## config.mk

```make
export PLATFORM = sky130hd
export DESIGN_NAME = bit_time_gen
export DESIGN_NICKNAME = d
export VERILOG_FILES = /design/src/rtl/bit_time_gen.sv
export SDC_FILE = /design/constraint.sdc
export NUM_CORES = 1
export LEC_CHECK = 0
export BUFFER_PORTS_ARGS = -buffer_cell sky130_fd_sc_hd__clkbuf_2
export CORE_MARGIN = 1.5
export CORE_UTILIZATION = 40
export CTS_BUF_LIST = sky130_fd_sc_hd__clkbuf_4 sky130_fd_sc_hd__clkbuf_8 sky130_fd_sc_hd__clkbuf_16
export CTS_CLUSTER_DIAMETER = 80
export DETAILED_ROUTE_END_ITERATION = 7
export GPL_TIMING_DRIVEN = 0
export SLEW_MARGIN = 20
export SYNTH_ARGS = -nofsm -noshare
export SYNTH_HDL_FRONTEND = slang
export SYNTH_SLANG_ARGS = --single-unit
```

## constraint.sdc

```tcl
create_clock -name clk -period 7.11 [get_ports clk]
set_input_delay 1.422 -clock clk [delete_from_list [all_inputs] [get_ports clk]]
set_output_delay 1.422 -clock clk [all_outputs]
set_load 0.05 [all_outputs]
```

## src/rtl/bit_time_gen.sv

```systemverilog
// UART-style bit-time generator: btu / half_btu / ovs_tick pulses from a baud-indexed divisor.
// Optional oversample counter enabled by defining BIT_TIME_GEN_OVS_EN.
module bit_time_gen #(
   parameter int unsigned CLK_HZ = 100000000,
   parameter int unsigned CNT_W  = 19,
   parameter int unsigned OVS    = 16
) (
   input  logic       clk,
   input  logic       rst,
   input  logic [1:0] sel,
   input  logic [3:0] baud,
   output logic       btu,
   output logic       half_btu,
   output logic       ovs_tick,
   output logic       busy
);

   typedef enum logic [2:0] {S_IDLE, S_RUN, S_ALIGN, S_SHOT, S_DONE} state_t;

   function automatic logic [CNT_W-1:0] div_of(input int unsigned rate);
      return CNT_W'((CLK_HZ + rate / 2) / rate);
   endfunction

   function automatic logic [CNT_W-1:0] ovs_div_of(input logic [CNT_W-1:0] d);
      logic [CNT_W-1:0] q;
      q = d / CNT_W'(OVS);
      return (q == '0) ? CNT_W'(1) : q;
   endfunction

   // Indices 12-15 fold onto 115200 baud.
   localparam logic [CNT_W-1:0] DIV_TAB [16] = '{
      div_of(300),    div_of(1200),   div_of(2400),   div_of(4800),
      div_of(9600),   div_of(19200),  div_of(38400),  div_of(57600),
      div_of(115200), div_of(230400), div_of(460800), div_of(921600),
      div_of(115200), div_of(115200), div_of(115200), div_of(115200)
   };

   state_t           r_state;
   logic [CNT_W-1:0] r_cnt;
   logic [CNT_W-1:0] r_div;
   logic             r_btu;
   logic             r_half;
   logic             r_busy;

   state_t           w_state_nxt;
   logic [CNT_W-1:0] w_cnt_nxt;
   logic [CNT_W-1:0] w_div_nxt;
   logic [CNT_W-1:0] w_term;
   logic [CNT_W-1:0] w_term_nxt;
   logic [CNT_W-1:0] w_half_nxt;
   logic             w_run;
   logic             w_run_nxt;
   logic             w_end;
   logic             w_btu_nxt;
   logic             w_half_btu_nxt;

   // Next-state logic; pulses are registered from the next count so they line up with it.
   always_comb begin
      w_state_nxt    = r_state;
      w_cnt_nxt      = '0;
      w_div_nxt      = r_div;
      w_run          = (r_state == S_RUN) || (r_state == S_ALIGN) || (r_state == S_SHOT);
      w_term         = (r_state == S_ALIGN) ? ((r_div >> 1) - CNT_W'(1)) : (r_div - CNT_W'(1));
      w_end          = w_run && (r_cnt == w_term);
      w_run_nxt      = 1'b0;
      w_term_nxt     = '0;
      w_half_nxt     = '0;
      w_btu_nxt      = 1'b0;
      w_half_btu_nxt = 1'b0;

      case (r_state)
         S_IDLE: begin
            case (sel)
               2'b01:   w_state_nxt = S_RUN;
               2'b10:   w_state_nxt = S_ALIGN;
               2'b11:   w_state_nxt = S_SHOT;
               default: w_state_nxt = S_IDLE;
            endcase
         end
         S_RUN, S_ALIGN, S_SHOT: begin
            if (sel == 2'b00) begin
               w_state_nxt = S_IDLE;
            end else if (w_end) begin
               if (r_state == S_ALIGN)     w_state_nxt = S_RUN;
               else if (r_state == S_SHOT) w_state_nxt = S_DONE;
            end else begin
               w_cnt_nxt = r_cnt + CNT_W'(1);
            end
         end
         S_DONE: begin
            if (sel == 2'b00) w_state_nxt = S_IDLE;
         end
         default: w_state_nxt = S_IDLE;
      endcase

      // Baud changes only land at a bit boundary or while idle.
      if ((r_state == S_IDLE) || w_end) w_div_nxt = DIV_TAB[baud];

      w_run_nxt  = (w_state_nxt == S_RUN) || (w_state_nxt == S_ALIGN) || (w_state_nxt == S_SHOT);
      w_half_nxt = (w_div_nxt >> 1) - CNT_W'(1);
      w_term_nxt = (w_state_nxt == S_ALIGN) ? w_half_nxt : (w_div_nxt - CNT_W'(1));
      w_btu_nxt      = w_run_nxt && (w_cnt_nxt == w_term_nxt);
      w_half_btu_nxt = w_run_nxt && (w_state_nxt != S_ALIGN) && (w_cnt_nxt == w_half_nxt);
   end

   always_ff @(posedge clk or negedge rst) begin
      if (!rst) begin
         r_state <= S_IDLE;
         r_cnt   <= '0;
         r_div   <= '0;
         r_btu   <= 1'b0;
         r_half  <= 1'b0;
         r_busy  <= 1'b0;
      end else begin
         r_state <= w_state_nxt;
         r_cnt   <= w_cnt_nxt;
         r_div   <= w_div_nxt;
         r_btu   <= w_btu_nxt;
         r_half  <= w_half_btu_nxt;
         r_busy  <= w_run_nxt;
      end
   end

   assign btu      = r_btu;
   assign half_btu = r_half;
   assign busy     = r_busy;

`ifdef BIT_TIME_GEN_OVS_EN
   logic [CNT_W-1:0] r_ovs_cnt;
   logic             r_ovs_tick;
   logic [CNT_W-1:0] w_ovs_div;
   logic [CNT_W-1:0] w_ovs_div_nxt;
   logic [CNT_W-1:0] w_ovs_cnt_nxt;

   // Oversample counter restarts with every bit so ticks stay phase-locked to btu.
   always_comb begin
      w_ovs_div     = ovs_div_of(r_div);
      w_ovs_div_nxt = ovs_div_of(w_div_nxt);
      w_ovs_cnt_nxt = '0;
      if (w_run_nxt && !w_end && (r_state != S_IDLE) &&
          (r_ovs_cnt != (w_ovs_div - CNT_W'(1))))
         w_ovs_cnt_nxt = r_ovs_cnt + CNT_W'(1);
   end

   always_ff @(posedge clk or negedge rst) begin
      if (!rst) begin
         r_ovs_cnt  <= '0;
         r_ovs_tick <= 1'b0;
      end else begin
         r_ovs_cnt  <= w_ovs_cnt_nxt;
         r_ovs_tick <= w_run_nxt && (w_ovs_cnt_nxt == (w_ovs_div_nxt - CNT_W'(1)));
      end
   end

   assign ovs_tick = r_ovs_tick;
`else
   assign ovs_tick = 1'b0;
`endif

endmodule
```

[Yosys cells after proc, flatten, opt, wreduce, memory -nomap -nowiden]
Memory sizes are Yosys's and may differ from the RTL's.
Index checks and enable logic that the tools add are counted.
Storage, ports and cells
  bits in registers: 44
  ROM bits: 304
  input port bits: 8
  logic and storage cells: 55
  memories: 1
Memories
  (no name shown): words 16, bits a word 19, read ports 1, clocked after memory_dff 0, wr ports 0, RTL line 97  | if ((r_state == S_IDLE) || w_end) w_div_nxt = DIV_TAB[baud];
Operators by class
  add/sub/neg operators: 5
  $lt $le $gt $ge: 1
  equality and inequality tests: 14
  multiplexer cells: 15
  bitwise operators: 1
  reductions and logical operators: 12
Operators with widths (number)
  19-bit two-way mux: 8
  19-bit equality test: 3
  18-bit by 1-bit subtractor with 19-bit output, second input constant: 2
  19-bit by 1-bit subtractor with 19-bit output, second input constant: 2
  19-bit by 1-bit adder with 19-bit output, second input constant: 1
  3-bit two-way mux: 5
  3-bit by 2-bit equality test with 1-bit output, second input constant: 4
  3-bit one-hot mux with 3 select lines: 1
  3-bit by 1-bit equality test with 1-bit output, second input constant: 2
  2-bit one-hot mux with 3 select lines: 1
  5-bit greater-or-equal comparator, second input constant: 1
  1-bit logical OR: 5
  4-bit inverter with 5-bit output: 1
  2-bit equality test, second input constant: 2
  1-bit logical AND: 4
  3-bit equality test, second input constant: 1
  3-bit logical NOT: 1
  3-bit by 2-bit inequality test with 1-bit output, second input constant: 1
  3-bit OR reduction: 1
  2-bit by 1-bit equality test with 1-bit output, second input constant: 1
  2-bit logical NOT: 1

[Longest topological paths before layout]
Gate-level depths: netlist of run 1.
  depth after elaboration: 12
  depth in mapped cells: 31

[Least setup slack after synthesis of run 1]
OpenSTA, ideal clock, no wires.
  path kind: reg2reg
  start: register r_state[0]
  end: register r_btu, in the netlist btu
  library setup time: 95 ps
  data arrival time: 6572 ps
  required time: 7015 ps
  slack: 443 ps
  cell stages (with the launch flop): 27
  path buffers: 2
  clock period less this slack: 6667 ps
  cell sequence: dfrtp_1 -> or3b_4 -> buf_6 -> nand2_1 -> a21boi_0 -> ha_1 -> nand2b_1 -> or4b_4 -> a2111oi_4 -> xnor2_1 -> nand2_2 -> or4_4 -> nor3_4 -> nor2_4 -> buf_2 -> a21oi_1 -> ha_1 -> nand3_1 -> nor3_1 -> nand3_1 -> or3b_2 -> a21oi_1 -> o21a_1 -> a221oi_1 -> a2111oi_1 -> nand4_1 -> nor4b_2
On the way
  word-level cells in the longest chain between the ends: 11
  elaborated cells on any way between the ends: 32
  classes of those cells: add/sub (2); eq/ne (9); mux (12); reduce/logical (9)
Ends and longest elaborated chain
  from (decl): RTL line 38  | state_t r_state;
  from (signal assigned): RTL line 115  | r_state <= w_state_nxt;
  parallel branches: the longest is 10 deep, another holds 19-bit by 1-bit subtractor with 19-bit output
  1-bit logical AND (*): RTL line 102  | w_btu_nxt = w_run_nxt && (w_cnt_nxt == w_term_nxt);
  named net w_btu_nxt: RTL line 54  | logic w_btu_nxt;
  to (signal assigned): RTL line 118  | r_btu <= w_btu_nxt;
  to (decl): RTL line 41  | logic r_btu;
Mark *: on every way through the listed nets, which the timed path passes.

[Worst setup path in the final report of run 1]
Ends and elaborated chain as after synthesis.

==> results of run 1 <==
-- worst register-to-register path, cell delays in order, from the launching register on --
cell,delay (ns)
dfrtp_2,0.47
or3b_4,0.47
buf_6,0.17
nand2_1,0.14
a21boi_2,0.24
ha_2,0.28
nand2b_2,0.13
or4b_4,0.54
a2111oi_4,0.32
xnor2_1,0.20
nand2_2,0.13
or4_4,0.56
nor3_4,0.29
nor2_4,0.11
a21oi_4,0.24
ha_2,0.25
nand2_1,0.14
nor3_4,0.32
nand2b_1,0.11
or3_1,0.34
o21ai_0,0.19
mux2i_1,0.15
xor2_1,0.20
a2111oi_2,0.35
nand4_1,0.15
nor4b_2,0.25
-- repair_timing --
item / in CTS / in global routing
gates cloned: 0 / 0
resized for setup: 20 / 17
buffers inserted: 5 / 11
pin swaps: 6 / 9
hold endpoints to repair: 0 / 0
setup endpoints to repair: 2 / 2
-- per-stage QoR --
| stage | cell area, um2 | TNS (ns) | util (%) |
|---|---|---|---|
| floorplan | 5736 | 0 | - |
| global placement | 6006 | -2.665 | 43.10 |
| detailed placement | 6008 | -2.758 | 43.12 |
| CTS | 6295 | 0 | 45.17 |
| global route | 6432 | -0.07329 | 46.16 |
| finish | 6432 | 0 | 46.16 |
-- cell usage after synthesis, types with 21 or more instances --
| master | n |
|---|---|
| xnor2_1 | 65 |
| o21ai_0 | 33 |
| nand2_1 | 68 |
| nand3_1 | 33 |
| xor2_1 | 32 |
| dfrtp_1 | 44 |
| inv_1 | 26 |
| clkbuf_1 | 42 |
| nor3_1 | 41 |
| nor2_1 | 73 |
| a21oi_1 | 44 |
| mux2i_1 | 21 |
-- sequential cells by signal, summed over array words and instances (netlist names) --
| register | cells |
|---|---|
| btu | 1 |
| half_btu | 1 |
| busy | 1 |
| r_state | 3 |
| r_cnt | 19 |
| r_div | 19 |
-- per-layer routing --
metal	GRT usage, %	vias to the layer above	wire, um
met4	17.81	0	1517
met3	4.972	97	1990
met2	48.44	401	10190
met1	43.11	2998	9877
met5	0	-	0
li1	-	2839	-
-- power breakdown --
group | total [uW] | switching [uW] | internal [uW]
Clock | 276 | 107 | 170
Sequential | 380 | 68.7 | 311
Combinational | 2120 | 1390 | 729
-- cell families after synthesis --
group / synth area share (%)
other: 0.06538
adder cells (fa/ha/maj): 1.963
buffers and inverters: 6.741
XOR/XNOR: 15.10
flip-flops: 19.20
AO/OA/AOI/OAI: 22.71
AND/OR/NAND/NOR: 29.97
multiplexers: 4.254
-- final timing paths --
kind / depth (start not counted) / slack [ns] / to
worst min register to register: 2 / 0.66 / r_cnt[18]
worst min-delay path: 2 / 0.66 / r_cnt[18]
worst max register to register: 25 / 0.27 / btu
min in group asynchronous: 1 / 1.19 / r_cnt[18]
worst max-delay path: 25 / 0.27 / btu
max in group asynchronous: 1 / 5.42 / r_state[0]
-- cell usage in the layout, fill, tap and decap left out, types with 5 or more instances in the layout --
cell | netlist | layout
nor2_1 | 73 | 72
nand2_1 | 68 | 68
xnor2_1 | 65 | 65
a21oi_1 | 44 | 43
dfrtp_1 | 44 | 43
nor3_1 | 41 | 39
clkbuf_1 | 42 | 38
o21ai_0 | 33 | 33
xor2_1 | 32 | 32
nand3_1 | 33 | 30
inv_1 | 26 | 26
mux2i_1 | 21 | 21
buf_4 | 2 | 18
or3_1 | 14 | 14
nand4_1 | 13 | 13
buf_2 | 14 | 12
nor4_1 | 13 | 11
clkbuf_2 | 1 | 10
a31oi_1 | 10 | 10
or2_2 | 9 | 9
nand2b_1 | 10 | 9
and3_1 | 8 | 6
a221oi_1 | 6 | 6
ha_1 | 9 | 6
a31o_2 | 5 | 5
o22ai_1 | 5 | 5
nor2b_1 | 5 | 5
a211oi_1 | 5 | 5
and2_1 | 5 | 5
clkbuf_16 | 0 | 5
-- cell type report --
class                      count  area, um2  area share (%)
multi-input combinational    638       4395           68.33
sequential                    44       1102           17.14
buffer                        60      276.5           4.299
tap                          180      225.2           3.501
timing repair buffer          25      167.7           2.606
clock buffer                   6      132.6           2.062
inverter                      26      97.59           1.517
clock inverter                 2      35.03          0.5446
==> results_dict.tcl, run 1 <==
set metrics [dict create \
    finalCritPeriodShare_pct 96.27 \
    max_stage_delay_ns 0.56 \
    synth-main-ff-cell "dfrtp_1" \
    slew_headroom_pct 18.38 \
    dp.cells 961 \
    yosysSeqAreaShare_pct 19.20 \
    worst_slack_ns 0.2653 \
    syn2layout_area_growth_pct 12.15 \
    ys_ff_latch 44 \
    fin_cells 981 \
    cp_num_buf_inv 1 \
    ys_warn_count 0 \
    start_kind "flop" \
    grt_max_degree 45 \
    clock_path_buffers 2 \
    grt_pass1_wl_um 35540 \
    num_rows 43 \
    critical_path_arrival_ns 7.04 \
    async_flop_share_pct 100.0 \
    synth_top_area_share_pct 19.20 \
    root_buffer "clkbuf_16" \
    synth_area_leaders "dfrtp_1, xnor2_1, xor2_1" \
    die_h_um 122.7 \
    worstSetupPathType "flop to flop" \
    firstDrtPassIters 6 \
    finalSetupViolations 0 \
    synth.distinct_cells 94 \
    fillCellCount 1419 \
    hold_viol 0 \
    cts.htree.levels 2 \
    synth-edff-count 0 \
    drtIter0Drc 912 \
    drt_wl_total_um 23570 \
    drc 0 \
    power_uw 2778 \
    initial_core_util_pct 41.16 \
    hold_ws_ns 0.6635 \
    hpwlAfterDp_um 17760 \
    drive_above_1_share_pct 15.11 \
    grt_remaining_overflow 0 \
    synth_cells 772 \
    track_usage_pct 31.93 \
    rsz0062_at_grt "true" \
    antenna_cells 0 \
    cts-buffers-inserted 5 \
    vdd_drop_max_v 0.0001281 \
    slowest_stage "or4_4" \
    clkTransAtPathRegs_ns 0.07 \
    cts_sinks 44 \
    fmax_ghz 0.1461 \
    worstMarginPinSlew_ns 1.215 \
    cts_hold_buf 0 \
    vias 6335 \
    die-width_um 122.7 \
    clk_latency_ns 0.29 \
    reg2reg_from "r_state[0]" \
    avgRoutedWirePerCell_um 24.03 \
    drv_slew 0 \
    pin_count 12 \
    coreArea_mm2 0.01393 \
    hold_path.class "flop to flop" \
    place_congestion 0.9850 \
    cts_tree "yes" \
    synth_area_mm2 0.005736 \
    die_area_mm2 0.01507 \
    avgViaCountPerCell 6.458 \
    io_buffers 9 \
    final_antenna_net_count 0 \
    worstSetupEndpointType "flop" \
    antenna_found_initial 0 \
    drv_cap 0 \
    finClkSkew_ns 0.005337 \
    period_needed_ns 6.845 \
    p_leak_uw 0.002484 \
    grt_pass1_vias 5904 \
    syn_area_per_cell_um2 7.429 \
    syn_nets 789 \
    cp.required_ns 7.31 \
    layout.nets 817 \
    startpoint "r_state[0]" \
    yosysTopAreaCell "dfrtp_1" \
    status "completed" \
    crit_fanout 10 \
    power_density_mw_per_mm2 431.9 \
    dp_slack_ns -1.436 \
    hp-start "r_cnt[18]" \
    cp_top_family "simple AND/OR/NAND/NOR gates" \
]
No activity file was read; power rests on OpenSTA's default activity.
==> run 2: changes to the inputs <==
BUFFER_PORTS_ARGS = -buffer_cell sky130_fd_sc_hd__buf_2   (was -buffer_cell sky130_fd_sc_hd__clkbuf_2)
==> run 2 against run 1 <==
Against the previous run:
- clock skew about the same
- critical path depth unchanged
- largest power group unchanged
- via count grew 0.11%
- maximum frequency decreased by 0.50%
- critical path type unchanged
- highest routed layer unchanged
- cell area shrank 1.1%
==> results_dict.tcl, run 2 (synthesis results as in run 1) <==
set metrics [dict create \
    antenna_found_initial 0 \
    grt_pass1_vias 5918 \
    clock_path_buffers 2 \
    period_needed_ns 6.879 \
    syn2layout_area_growth_pct 10.91 \
    p_leak_uw 0.002444 \
    clk_latency_ns 0.30 \
    top_regs "r_cnt (19), r_div (19), r_state (3)" \
    rrSetupSlack_ns 0.23 \
    io_buffers 9 \
    dp_slack_ns -1.318 \
    cts_sinks 44 \
    worst_slack_ns 0.2307 \
    track_usage_pct 31.28 \
    critical_path_arrival_ns 7.08 \
    drive_above_1_share_pct 13.87 \
    drtIter0Drc 924 \
    hold_viol 0 \
    reg2reg_from "r_state[0]" \
    coreArea_mm2 0.01393 \
    finClkSkew_ns 0.005692 \
    drv_slew 0 \
    endpoint "btu" \
    clkTransAtPathRegs_ns 0.06 \
    hold_ws_ns 0.6787 \
    die-width_um 122.7 \
    cts_tree "yes" \
    avgRoutedWirePerCell_um 23.85 \
    num_rows 43 \
    place_area_mm2 0.006011 \
    initial_core_util_pct 41.16 \
    grt_pass1_wl_um 35090 \
    layout_commonest_cell "nor2_1" \
    drt_wl_total_um 23210 \
    most-common-layout-cells "nor2_1, nand2_1, xnor2_1, a21oi_1, dfrtp_1" \
    grt_remaining_overflow 0 \
    cts_hold_buf 0 \
    place_congestion 0.9935 \
    firstDrtPassIters 5 \
    vdd_drop_max_v 0.0001311 \
    start_kind "flop" \
    rr_endpoint "btu" \
    final_area_mm2 0.006361 \
    pin_count 12 \
    die_area_mm2 0.01507 \
    layout.nets 809 \
    drv_cap 0 \
    hpwlAfterDp_um 17820 \
    finalCritPeriodShare_pct 96.76 \
    cp.required_ns 7.31 \
    cts-buffers-inserted 5 \
    status "completed" \
    final_antenna_net_count 0 \
    worstSetupPathType "flop to flop" \
    final.setup.tns_ns 0 \
    startpoint "r_state[0]" \
    die_h_um 122.7 \
    r2r_cells 25 \
    crit_fanout 10 \
    grt_max_degree 45 \
    avgViaCountPerCell 6.518 \
    hold_path.class "flop to flop" \
    worstSetupEndpointType "flop" \
    antenna_cells 0 \
    worstMarginPinSlew_ns 1.038 \
    slew_headroom_pct 30.57 \
    drc 0 \
    vias 6342 \
    fmax_ghz 0.1454 \
    power_density_mw_per_mm2 433.5 \
    cts.htree.levels 2 \
    finalSetupViolations 0 \
    root_buffer "clkbuf_16" \
]
## run 2: report_power, final
part | switching [uW] | total, uW | internal, uW
logic | 1380 | 2100 | 721
clock network | 106 | 275 | 169
registers | 67.3 | 379 | 311
## run 2: worst min path at each step
stage / from / endpoint / slack, ns / cells past startpoint
6_report: r_cnt[5] / r_cnt[5] / 0.68 / 3
5_1_grt: r_cnt[5] / r_cnt[5] / 0.72 / 3
4_1_cts: r_cnt[18] / r_cnt[18] / 0.68 / 2
3_5_place_dp: r_cnt[18] / r_cnt[18] / 0.66 / 2
3_3_place_gp: r_cnt[18] / r_cnt[18] / 0.67 / 2
2_1_floorplan: r_cnt[18] / r_cnt[18] / 0.58 / 2
## run 2: worst max-delay path: stages, from the launching register on
cell	delay [ns]
dfrtp_2	0.47
or3b_4	0.48
buf_6	0.17
buf_2	0.20
a21oi_1	0.18
ha_2	0.25
nand2b_2	0.12
or4b_4	0.54
a2111oi_4	0.32
xnor2_1	0.20
nand2_2	0.13
or4_4	0.56
nor3_4	0.29
nor2_4	0.10
a21oi_4	0.23
ha_2	0.24
nand3_2	0.16
nor3_4	0.22
nand3_2	0.18
or3b_4	0.47
a21oi_1	0.20
o21a_1	0.19
a2bb2oi_1	0.09
a2111oi_2	0.36
nand4_1	0.16
nor4b_2	0.24
## run 2: repair_timing
item	in CTS	in global routing
endpoints found under the setup margin	2	2
endpoints found under the hold margin	0	0
gates resized for setup	19	12
pin swaps	6	6
setup buffers	3	5
## run 2: stage by stage
stage	power, uW	util, %	std cells
floorplan	1729	-	772
global placement	2282	43.10	961
detailed placement	2293	43.14	961
CTS	2625	45.07	970
global route	2893	45.65	973
finish	2758	45.65	973
## run 2: area by class of cell
type                       count  area, um2
fill                        1419       7574
multi-input combinational    638       4385
sequential                    44       1102
buffer                        60      275.3
tap                          180      225.2
clock buffer                   6      132.6
timing repair buffer          17      107.6
inverter                      26      97.59
clock inverter                 2      35.03
## run 2: routing by layer
metal,GRT usage [%],wire length (um),vias to the layer above,share of wire [%]
met5,0,0,-,0
met4,16.28,1215,0,5.2
met3,4.229,1984,67,8.5
met2,48.82,10390,370,45
met1,41.95,9620,3085,41
li1,-,-,2820,-
==> run 3: changes to the inputs <==
RECOVER_POWER = 100   (was default)
==> run 3 against run 2 <==
Against the previous run:
- routed wire length decreased by 0.45%
- power decreased by 0.78%
- critical path depth decreased by 5
- via count decreased by 1.2%
- die area unchanged
- highest routed layer unchanged
- utilization decreased by 0.44 points
- sequential power about the same
- critical endpoint unchanged
- hold slack improved by 0.00077 ns
- the flow now finishes with violations (capacitance limit, slew limit)
- non-clock buffer count unchanged
==> results_dict.tcl, run 3 (synthesis results as in run 1) <==
set metrics [dict create \
    status "finished, violations left" \
    violations "capacitance limit, slew limit" \
    worstMarginPinSlew_ns 2.565 \
    crit_fanout 18 \
    clock_path_buffers 2 \
    finClkSkew_ns 0.004344 \
    finish.utilization_pct 45.21 \
    startpoint "r_state[0]" \
    fmax_ghz 0.1461 \
    die-width_um 122.7 \
    grt_remaining_overflow 0 \
    switching_share_pct 56.53 \
    power_frac_comb_pct 76.0 \
    worstSetupPathType "flop to flop" \
    cts_tree "yes" \
    grt_pass1_vias 5918 \
    most-common-layout-cells "nor2_1, nand2_1, xnor2_1, clkbuf_1, a21oi_1" \
    p_leak_uw 0.002393 \
    coreArea_mm2 0.01393 \
    dp_slack_ns -1.318 \
    hold_viol 0 \
    power_switching_uw 1547 \
    reg2reg_from "r_state[0]" \
    io_buffers 9 \
    vias 6263 \
    layout_commonest_cell "nor2_1" \
    grt_pass1_wl_um 35090 \
    antenna_cells 0 \
    final.setup.tns_ns 0 \
    start_kind "flop" \
    rr_endpoint "btu" \
    num_rows 43 \
    cts_hold_buf 0 \
    hpwlAfterDp_um 17820 \
    clk_latency_ns 0.30 \
    finalSetupViolations 0 \
    track_usage_pct 31.28 \
    cts.htree.levels 2 \
    initial_core_util_pct 41.16 \
    endpoint "btu" \
    internal-power_uw 1190 \
    vdd_drop_max_v 0.0001310 \
    antenna_found_initial 0 \
    period_needed_ns 6.843 \
    top_regs "r_cnt (19), r_div (19), r_state (3)" \
    power_density_mw_per_mm2 434.3 \
    grt_max_degree 45 \
    pin_count 12 \
    final_antenna_net_count 0 \
    die_h_um 122.7 \
    finalCritPeriodShare_pct 96.24 \
    cts_sinks 44 \
    syn2layout_area_growth_pct 9.839 \
    worstSetupEndpointType "flop" \
    place_congestion 0.9935 \
    drt_wl_total_um 23100 \
    drive_above_1_share_pct 11.60 \
    layout.nets 809 \
    clkTransAtPathRegs_ns 0.06 \
    clkPwrFrac_pct 10.1 \
    firstDrtPassIters 5 \
    drv_cap 1 \
    rrSetupSlack_ns 0.27 \
    seq_power_share_pct 13.9 \
    slew_headroom_pct -70.97 \
    drtIter0Drc 823 \
    drc 0 \
    avgViaCountPerCell 6.437 \
    drv_slew 45 \
    avgRoutedWirePerCell_um 23.74 \
    fillCellCount 1436 \
    r2r_cells 20 \
    critical_path_arrival_ns 7.05 \
    die_area_mm2 0.01507 \
    cts-buffers-inserted 5 \
    hold_path.class "flop to flop" \
    root_buffer "clkbuf_16" \
    worst_slack_ns 0.2672 \
    power_uw 2736 \
    cp.required_ns 7.32 \
]
[run 3: layout make-up]
| cell class | instances | area [um2] | share of cell area [%] |
|---|---|---|---|
| Inverter | 26 | 97.59 | 1.549 |
| Tap cell | 180 | 225.2 | 3.575 |
| Buffer | 60 | 262.8 | 4.171 |
| Clock inverter | 2 | 35.03 | 0.5561 |
| Sequential cell | 44 | 1102 | 17.50 |
| Clock buffer | 6 | 132.6 | 2.105 |
| Multi-Input combinational cell | 638 | 4352 | 69.08 |
| Timing Repair Buffer | 17 | 92.59 | 1.470 |
[run 3: metrics by stage]
| step | area (um2) | hold slack, ns | cells |
|---|---|---|---|
| global route | 6300 | 0.7215 | 973 |
| CTS | 6281 | 0.6781 | 970 |
| finish | 6300 | 0.6795 | 973 |
| global placement | 6006 | 0.6679 | 961 |
| floorplan | 5736 | 0.5823 | 772 |
| detailed placement | 6011 | 0.6629 | 961 |
[run 3: power by group through the flow]
stage / registers, uW / logic [uW] / clock network (uW)
CTS: 374 / 1980 / 276
floorplan: 364 / 1360 / 0
global route: 384 / 2200 / 286
global placement: 379 / 1900 / 0
finish: 379 / 2080 / 276
detailed placement: 379 / 1910 / 0
[run 3: worst min-delay path by stage]
stage | startpoint | end | slack (ns) | cells past startpoint
after floorplan | r_cnt[18] | r_cnt[18] | 0.58 | 2
after global placement | r_cnt[18] | r_cnt[18] | 0.67 | 2
after detailed placement | r_cnt[18] | r_cnt[18] | 0.66 | 2
after CTS | r_cnt[18] | r_cnt[18] | 0.68 | 2
after global routing | r_cnt[5] | r_cnt[5] | 0.72 | 3
final | r_cnt[18] | r_cnt[18] | 0.68 | 2
[run 3: timing repair]
| action | 4_1_cts | 5_1_grt |
|---|---|---|
| setup buffers | 3 | 5 |
| pin swaps | 6 | 6 |
| setup endpoints to repair | 2 | 2 |
| gates resized for setup | 19 | 12 |
[run 3: worst max-delay path, cell delays in order, from the launching register on]
cell	delay, ns
dfrtp_2	0.47
or3b_4	0.48
buf_6	0.17
buf_2	0.20
a21oi_1	0.18
ha_2	0.25
nand2b_2	0.12
or4b_4	0.54
a2111oi_4	0.32
xnor2_1	0.20
nand2_2	0.13
or4_4	0.56
nor3_4	0.29
nor2_4	0.10
clkbuf_1	0.50
o31ai_1	1.20
xnor2_1	0.25
nor2b_1	0.08
nor4_1	0.29
a31oi_1	0.11
nor4b_2	0.29
[run 3: layer usage]
metal / track usage, % / vias up / part of all wire [%]
met4: 16.28 / 0 / 5.6
li1: - / 2821 / -
met3: 4.229 / 72 / 8.4
met2: 48.82 / 358 / 44
met1: 41.95 / 3012 / 42
met5: 0 / - / 0
